## src/rtl/uart_tx.sv

```systemverilog
`default_nettype none
// ============================================================================
//  Module      : uart_tx
//  Description : UART transmitter with an internal circular FIFO. Frames are
//                start, LSB-first data, optional even parity, 1 or 2 stops.
//  Revision    : 1.0  initial release
// ============================================================================
module uart_tx #(
    parameter int BaudRate     = 9600,
    parameter int ParityBit    = 0,
    parameter int DataBitsSize = 8,
    parameter int StopBits     = 1,
    parameter int BufferSize   = 64,
    parameter int ClockFreqHz  = 10000000
) (
    input  logic                          clk,
    input  logic                          rst_n,
    input  logic                          wr_en,
    input  logic [7:0]                    wr_data,
    output logic                          full,
    output logic                          empty,
    output logic                          overflow,
    output logic                          busy,
    output logic                          tx_sig,
    output logic [$clog2(BufferSize):0]   level
);

    localparam int SCLK_PERIOD = ClockFreqHz / BaudRate;
    localparam int CNT_W       = (SCLK_PERIOD > 1) ? $clog2(SCLK_PERIOD) : 1;
    localparam int PTR_W       = $clog2(BufferSize);
    localparam int LVL_W       = PTR_W + 1;

    localparam logic [CNT_W-1:0] BIT_LAST  = CNT_W'(SCLK_PERIOD - 1);
    localparam logic [2:0]       IDX_LAST  = 3'(DataBitsSize - 1);
    localparam logic             STOP_LAST = 1'(StopBits - 1);
    localparam logic [LVL_W-1:0] LVL_FULL  = LVL_W'(BufferSize);

    typedef enum logic [2:0] {
        IDLE   = 3'd0,
        START  = 3'd1,
        DATA   = 3'd2,
        PARITY = 3'd3,
        STOP   = 3'd4
    } state_t;

    state_t           state;
    logic [CNT_W-1:0] cnt;
    logic [2:0]       idx;
    logic             stop_cnt;
    logic [7:0]       shift;

    logic [7:0]       mem [BufferSize];
    logic [PTR_W-1:0] wr_ptr;
    logic [PTR_W-1:0] rd_ptr;
    logic [LVL_W-1:0] level_next;
    logic             push;
    logic             pop;
    logic             bit_end;

    // A full FIFO refuses the write even if a pop happens in the same cycle.
    assign push    = wr_en & ~full;
    assign pop     = (state == IDLE) & ~empty;
    assign bit_end = (cnt == BIT_LAST);

    // Next occupancy; simultaneous push and pop leave it unchanged.
    always_comb begin
        level_next = level;
        case ({push, pop})
            2'b10:   level_next = level + 1'b1;
            2'b01:   level_next = level - 1'b1;
            default: level_next = level;
        endcase
    end

    // Storage array, no reset needed since contents are qualified by level.
    always_ff @(posedge clk) begin
        if (push) begin
            mem[wr_ptr] <= wr_data;
        end
    end

    // FIFO pointers and registered status flags derived from next level.
    always_ff @(posedge clk or negedge rst_n) begin
        if (!rst_n) begin
            wr_ptr   <= '0;
            rd_ptr   <= '0;
            level    <= '0;
            empty    <= 1'b1;
            full     <= 1'b0;
            overflow <= 1'b0;
        end else begin
            if (push) begin
                wr_ptr <= wr_ptr + 1'b1;
            end
            if (pop) begin
                rd_ptr <= rd_ptr + 1'b1;
            end
            level    <= level_next;
            empty    <= (level_next == '0);
            full     <= (level_next == LVL_FULL);
            overflow <= wr_en & full;
        end
    end

    // Frame sequencer; tx_sig is loaded with the bit of the state being entered.
    always_ff @(posedge clk or negedge rst_n) begin
        if (!rst_n) begin
            state    <= IDLE;
            tx_sig   <= 1'b1;
            busy     <= 1'b0;
            cnt      <= '0;
            idx      <= '0;
            stop_cnt <= 1'b0;
            shift    <= '0;
        end else begin
            case (state)
                IDLE: begin
                    tx_sig <= 1'b1;
                    cnt    <= '0;
                    busy   <= 1'b0;
                    if (!empty) begin
                        shift  <= mem[rd_ptr];
                        state  <= START;
                        tx_sig <= 1'b0;
                        busy   <= 1'b1;
                    end
                end
                START: begin
                    if (bit_end) begin
                        cnt    <= '0;
                        idx    <= '0;
                        state  <= DATA;
                        tx_sig <= shift[0];
                    end else begin
                        cnt <= cnt + 1'b1;
                    end
                end
                DATA: begin
                    if (bit_end) begin
                        cnt <= '0;
                        if (idx == IDX_LAST) begin
                            if (ParityBit != 0) begin
                                state  <= PARITY;
                                tx_sig <= ^shift[DataBitsSize-1:0];
                            end else begin
                                state    <= STOP;
                                tx_sig   <= 1'b1;
                                stop_cnt <= 1'b0;
                            end
                        end else begin
                            idx    <= idx + 3'd1;
                            tx_sig <= shift[idx + 3'd1];
                        end
                    end else begin
                        cnt <= cnt + 1'b1;
                    end
                end
                PARITY: begin
                    if (bit_end) begin
                        cnt      <= '0;
                        state    <= STOP;
                        tx_sig   <= 1'b1;
                        stop_cnt <= 1'b0;
                    end else begin
                        cnt <= cnt + 1'b1;
                    end
                end
                STOP: begin
                    tx_sig <= 1'b1;
                    if (bit_end) begin
                        cnt <= '0;
                        if (stop_cnt == STOP_LAST) begin
                            state <= IDLE;
                            busy  <= 1'b0;
                        end else begin
                            stop_cnt <= stop_cnt + 1'b1;
                        end
                    end else begin
                        cnt <= cnt + 1'b1;
                    end
                end
                default: begin
                    state  <= IDLE;
                    tx_sig <= 1'b1;
                    busy   <= 1'b0;
                    cnt    <= '0;
                end
            endcase
        end
    end

endmodule
`default_nettype wire
```

## config.mk

```make
export PLATFORM = sky130hd
export DESIGN_NAME = uart_tx
export DESIGN_NICKNAME = d
export VERILOG_FILES = /design/src/rtl/uart_tx.sv
export SDC_FILE = /design/constraint.sdc
export NUM_CORES = 1
export LEC_CHECK = 0
export CAP_MARGIN = 5
export CORE_ASPECT_RATIO = 1.25
export CORE_MARGIN = 4
export CORE_UTILIZATION = 60
export DETAILED_ROUTE_END_ITERATION = 10
export PLACE_DENSITY = 0.83
export SLEW_MARGIN = 20
export SYNTH_ARGS = -nofsm -noshare
export SYNTH_HDL_FRONTEND = slang
export SYNTH_SLANG_ARGS = --single-unit
```

## constraint.sdc

```tcl
create_clock -name clk -period 7.7 [get_ports clk]
set_input_delay 0.77 -clock clk [delete_from_list [all_inputs] [get_ports clk]]
set_output_delay 0.77 -clock clk [all_outputs]
set_load 0.03 [all_outputs]
```

==> flow_summary.json <==
{
  "outcome": "finished, final reports clean",
  "worstSkewPairLatency_ps": 570,
  "cts_max_level": 2,
  "drcViolationCount": 0,
  "power_frac_clock_pct": 28.5,
  "worst_slew_margin_rel_pct": 34.36,
  "crit_path_end_kind": "register",
  "average_size_of_a_mapped_cell_um2": 17.99,
  "drt_wl_total_um": 49210,
  "synth_largest_area_cell": "sky130_fd_sc_hd__edfxtp_1",
  "irDropWorstVdd_v": 0.0003405,
  "first_iter_violations": 1673,
  "core-area_um2": 37170,
  "cts.root.buffer_cell": "sky130_fd_sc_hd__clkbuf_16",
  "synth_fp_nets": 1275,
  "gr-usage-all-layers_pct": 24.57,
  "critPathMaxFanout": 15,
  "synth_largest_type_area_fraction_pct": 68.05,
  "tritoncts.num_buffers": 51,
  "timing.clock.skew_ps": 12.33,
  "cellPowerDensity_nw_per_um2": 344.7,
  "post-place-ws_ps": 3402,
  "final_critical_path_setup_slack_ps": 4018,
  "fp.dieArea_um2": 40840,
  "antenna_found_initial": 1,
  "synth_cells": 1256,
  "net-switching-power_mw": 2.658,
  "dieWidth_um": 181.6,
  "power.share.combinational_pct": 26.5,
  "synth.yosys.warnings": 0,
  "first_global_vias": 12080,
  "fp-row-count": 79,
  "rsz_0062_raised_after_global_routing": "false",
  "leakagePower_nw": 8.075,
  "power.switching_fraction_pct": 31.13,
  "setup-tns-final_ps": 0,
  "worst-endpoint-arrival_ps": 4120,
  "layout_cell_area_excl_fill_um2": 24770,
  "setup_viol_count_final": 0,
  "mostFrequentLayoutCells": "sky130_fd_sc_hd__edfxtp_1 (512), sky130_fd_sc_hd__nor2_1 (143), sky130_fd_sc_hd__mux4_2 (114)",
  "ratio_of_cells_with_drive_above_1_in_the_final_layout_pct": 18.85,
  "insertedDiodeCount": 0,
  "hp-class": "in2async",
  "maxClockFrequency_mhz": 271.6,
  "area_delta_synth_final_pct": 9.653,
  "placement.cell_area_um2": 23170,
  "max_cap_viol_count": 0,
  "yosys_most_used_dff": "sky130_fd_sc_hd__edfxtp_1",
  "num-fill-cells": 2337,
  "slew_at_the_pin_with_the_worst_max_slew_slack_ps": 982.5,
  "dp_hpwl_um": 29110,
  "post-cts-setup-buffers": 0,
  "synth_seq_area_share_pct": 73.49,
  "cts.sinks": 561,
  "cts_hold_buf": 0,
  "ant_nets": 0,
  "nets": 1289,
  "tritoncts": "yes",
  "initial_utilization_pct": 60.79,
  "layout_min_cycle_time_ps": 3682,
  "place_congestion": 0.9558,
  "period_share_pct": 47.82,
  "grt_max_degree": 112,
  "placement.io_buffers": 22,
  "drv_slew": 0,
  "top_level_ports": 23,
  "global_route.overflow_total": 0,
  "fp.dieH_um": 224.9,
  "ys_top_cells_by_area": "sky130_fd_sc_hd__edfxtp_1 (68%), sky130_fd_sc_hd__mux4_2 (11%), sky130_fd_sc_hd__dfrtp_1 (5.2%)",
  "clk_path_buf_depth": 3,
  "yosys.cell_types.count": 61,
  "crit_path_start_kind": "register",
  "reg2reg_depth": 10,
  "routedWlPerCell_um": 27.40,
  "total_power_mw": 8.539,
  "hold_viol": 0,
  "critPathKind": "reg2reg",
  "ys_async_rst_share_pct": 8.734,
  "reg_power_share_pct": 45.0,
  "p_int_mw": 5.880,
  "routed_via_density": 6.617,
  "drtPass1Iterations": 8,
  "synth_enable_flop_cells": 512,
  "path_clk_slew_ps": 60,
  "post_cts_resize_count": 0,
  "synth-seq-cells": 561,
  "worstPathRequired_ps": 8140,
  "grt_pass1_wl_um": 75600,
  "fin_worst_hold_slack_ps": 315.0,
  "num_vias": 11880,
  "layout_commonest_cell": "sky130_fd_sc_hd__edfxtp_1",
  "mappedNetlistArea_um2": 22590
}
-- per-layer routing --
layer | wire (um) | up-vias | track usage, %
met3 | 4406 | 146 | 5.247
met5 | 13 | - | 0
met2 | 24990 | 684 | 40.43
met4 | 2505 | 2 | 11.02
li1 | - | 5011 | -
met1 | 17300 | 6041 | 32.11
-- state kept, by name, indices dropped and copies added, names as in the netlist --
register / flops
idx: 3
state: 3
empty: 1
level: 7
busy: 1
shift: 8
tx_sig: 1
overflow: 1
mem: 512
wr_ptr: 6
cnt: 11
full: 1
rd_ptr: 6
-- logic make-up after synthesis --
logic type / count (synthesis) / synth area share, %
AOI/OAI and AO/OA: 115 / 3.567
xor gates and xnor gates: 26 / 1.041
adders and majority gates: 8 / 0.4431
buffers and inverters: 84 / 1.639
DFF: 561 / 73.49
muxes: 164 / 13.65
and+or+nand+nor: 298 / 6.164
-- layout make-up --
type | instances | area [um2] | area share (%)
flip-flops and latches | 561 | 16610 | 67.06
multi-input cells | 611 | 5620 | 22.69
clock buffers | 72 | 1428 | 5.763
clock inverters | 21 | 173.9 | 0.7021
repair buffers | 37 | 300.3 | 1.212
inverters | 8 | 30.03 | 0.1212
well taps | 486 | 608.1 | 2.455
-- path summary, 6_finish.rpt --
kind / startpoint / to / slack (ps)
max: state[2]$_DFFE_PN0P_ / full$_DFF_PN0_ / 4020
min: rst_n / cnt[9]$_DFF_PN0_ / 320
max reg2reg: state[2]$_DFFE_PN0P_ / full$_DFF_PN0_ / 4020
min reg2reg: idx[1]$_DFFE_PN0P_ / idx[1]$_DFFE_PN0P_ / 490
max in group asynchronous: rst_n / rd_ptr[1]$_DFFE_PN0P_ / 6870
min in group clk: idx[1]$_DFFE_PN0P_ / idx[1]$_DFFE_PN0P_ / 490
-- power by group through the flow --
| stage | sequential [mW] | clock, mW | combinational [mW] |
|---|---|---|---|
| global route | 3.87 | 2.60 | 2.40 |
| finish | 3.84 | 2.43 | 2.27 |
| CTS | 3.83 | 2.45 | 2.24 |
| floorplan | 3.69 | 0 | 1.72 |
| detailed placement | 3.89 | 0 | 2.21 |
| global placement | 3.88 | 0 | 2.17 |
-- synth_stat cells (all sizes together), types with 3 or more instances --
cell type    n
edfxtp     512
nor2       144
mux4       114
nand2       55
dfrtp       47
clkbuf      43
mux2i       37
buf         33
a21oi       30
nand3       25
o22ai       14
xor2        14
mux2        13
o21ai       13
xnor2       12
a32oi       10
a211oi       9
nand4        9
nor2b        9
ha           8
inv          8
a211o        7
nand3b       7
nor3         7
o31ai        7
or2          7
a21o         5
nand2b       5
nor3b        5
or3          5
or3b         5
a31oi        4
nor4         4
and3         3
o221ai       3
or4          3
-- critical path, cell delays in order, from the launching register on --
cell and delay [ps]:
sky130_fd_sc_hd__dfrtp_1 500, sky130_fd_sc_hd__or4_1 970, sky130_fd_sc_hd__nor2_8 300, sky130_fd_sc_hd__xor2_1 100, sky130_fd_sc_hd__ha_1 250, sky130_fd_sc_hd__or4_1 440, sky130_fd_sc_hd__nand4_1 110, sky130_fd_sc_hd__o21ai_0 140
sky130_fd_sc_hd__or4_1 520, sky130_fd_sc_hd__nand4_1 140, sky130_fd_sc_hd__nor3b_2 60
-- stage by stage --
step,std cells,util [%]
finish,1796,66.65
global route,1796,66.65
CTS,1796,66.65
detailed placement,1703,62.34
global placement,1703,62.34
floorplan,1256,-
(Power assumes the default switching activity.)
==> variant: new RTL, config.mk and constraints unchanged <==
Change the parameter `DataBitsSize` from 8 to 4.
--- a/src/rtl/uart_tx.sv
+++ b/src/rtl/uart_tx.sv
@@ -8,7 +8,7 @@
 module uart_tx #(
     parameter int BaudRate     = 9600,
     parameter int ParityBit    = 0,
-    parameter int DataBitsSize = 8,
+    parameter int DataBitsSize = 4,
     parameter int StopBits     = 1,
     parameter int BufferSize   = 64,
     parameter int ClockFreqHz  = 10000000
Function: no difference found for any inputs over 10 cycles, from zero or initial values and one cycle with rst_n low; that may be too few to reach the edited logic, so the function may still have changed.
==> variant against the original RTL <==
Register-to-register slack lost 120 ps; wire length shrank 1.6%; design area is essentially flat; non-clock buffer count shrank 2; setup slack lost 250 ps; utilization shrank 0.21 points; sequential share of layout area is essentially flat; power shrank 2.1%; synthesized area grew 0.29%; sequential cell count is the same; clock skew grew 6.0 ps; die area grew 0.28%; maximum frequency shrank 6.4%.
==> variant: results (changes against the original RTL) <==
Run status
  • Outcome: finished, final reports clean

Global route
  • First-pass GRT wire length: 74.33 mm (-1.7%)
  • Met1 usage: 0.3204 (-0.0007100)
  • Grt met2 use: 0.3981 (-0.006241)
  • Antenna violations before repair: 0 (-1)
  • Tot GR Track Use: 0.2405 (-0.005220)
  • Largest net degree at the start of global routing: 86 (-23%)
  • Met3 usage: 0.03939 (-0.01308)

Power and ir drop
  • Lkg Pwr: 8.031 nW (-0.54%)
  • VDD IR max: 0.0002235 V (-34%)
  • Clock share of power: 0.290 (+0.005)

Yosys
  • Synth unique cells: 58 (-4.9%)
  • Avg Synthesized Cell Area: 18.42 um^2 (+2.4%)
  • Top post-synthesis cells by count: 512 x edfxtp_1, 101 x mux4_2, 88 x nor2_1, 64 x nand2_1, 60 x mux2i_1
  • Synth top area cells: edfxtp_1 68%, mux4_2 10%, dfrtp_1 5.2%
  • Syn Nets: 1249 (-2.0%)

Setup path
  • FF-to-FF path depth: 11 (+1)
  • R2r startpoint: state[0]
  • Crit path from: wr_en
  • Slowest CP cell: nor2b_1
  • Worst path max stage delay: 700 ps (-270 ps)
  • Crit path max fanout: 14 (-1)
  • R2R setup slack: 3900 ps (-120 ps)

Clocking
  • CTS buffer count: 50 (-2.0%)
  • Clk buf depth: 3 (unchanged)
  • PostCTS Resize Cnt: 0 (unchanged)

Detailed routing
  • DR pass1 iterations: 6 (-2)
  • Via Count: 11650 (-2.0%)
  • DRT iter0 DRCs: 1607 (-3.9%)
  • WL final: 48.43 mm (-1.6%)

Place
  • HPWL Detailed: 27.90 mm (-4.1%)
  • Worst slack, placed: 3305 ps (-96.18 ps)
  • GPL Wtd Cong: 0.8677 (-9.2%)
  • Placed instance count: 1673 (-1.8%)
  • Area after DPL: 23160 um^2 (about the same)

Layout
  • Nets: 1258 (-2.4%)
  • Layout cells sized above 1: 0.1803 (-0.008299)
  • Non-filler cells, final: 1763 (-1.8%)

Timing
  • Relative slew margins: 0.3199 (-0.02360)
  • Fin crit period: 3934 ps (+251.7 ps)
  • Hold WS: 302.5 ps (-12.54 ps)
  • Clock Skew: 18.35 ps (+6.025 ps)
## variant: cell types whose count changed after synthesis, moves of 5 or more
cell / change
a21oi_1: -8
mux4_1: +13
buf_4: +7
o21ai_0: +7
buf_2: -15
a32oi_1: -9
nor2_1: -55
mux4_2: -13
a211o_1: -7
nand2_1: +9
mux2i_1: +23
buf_1: +5
## variant: kinds of logic after synthesis
kind of cell	synth area share
buffers and inverters	0.01949
multiplexers	0.1504
flip-flops	0.7328
AO/OA/AOI/OAI	0.02838
XOR/XNOR	0.008891
AND/OR/NAND/NOR	0.05561
adder cells (fa/ha/maj)	0.004418
## variant: cell type report
class	count	area (um^2)
diodes	1	2.502
clock buffers	64	1335
clock inverters	25	239.0
fillers	2232	12500
inverters	10	38.79
multi-input cells	581	5624
flip-flops and latches	561	16610
well taps	486	608.1
repair buffers	35	300.3
## variant: routing by layer
layer / wire (um) / up-vias
li1: - / 4924
met3: 4159 / 151
met4: 2472 / 0
met5: 0 / -
met1: 17250 / 5947
met2: 24550 / 629
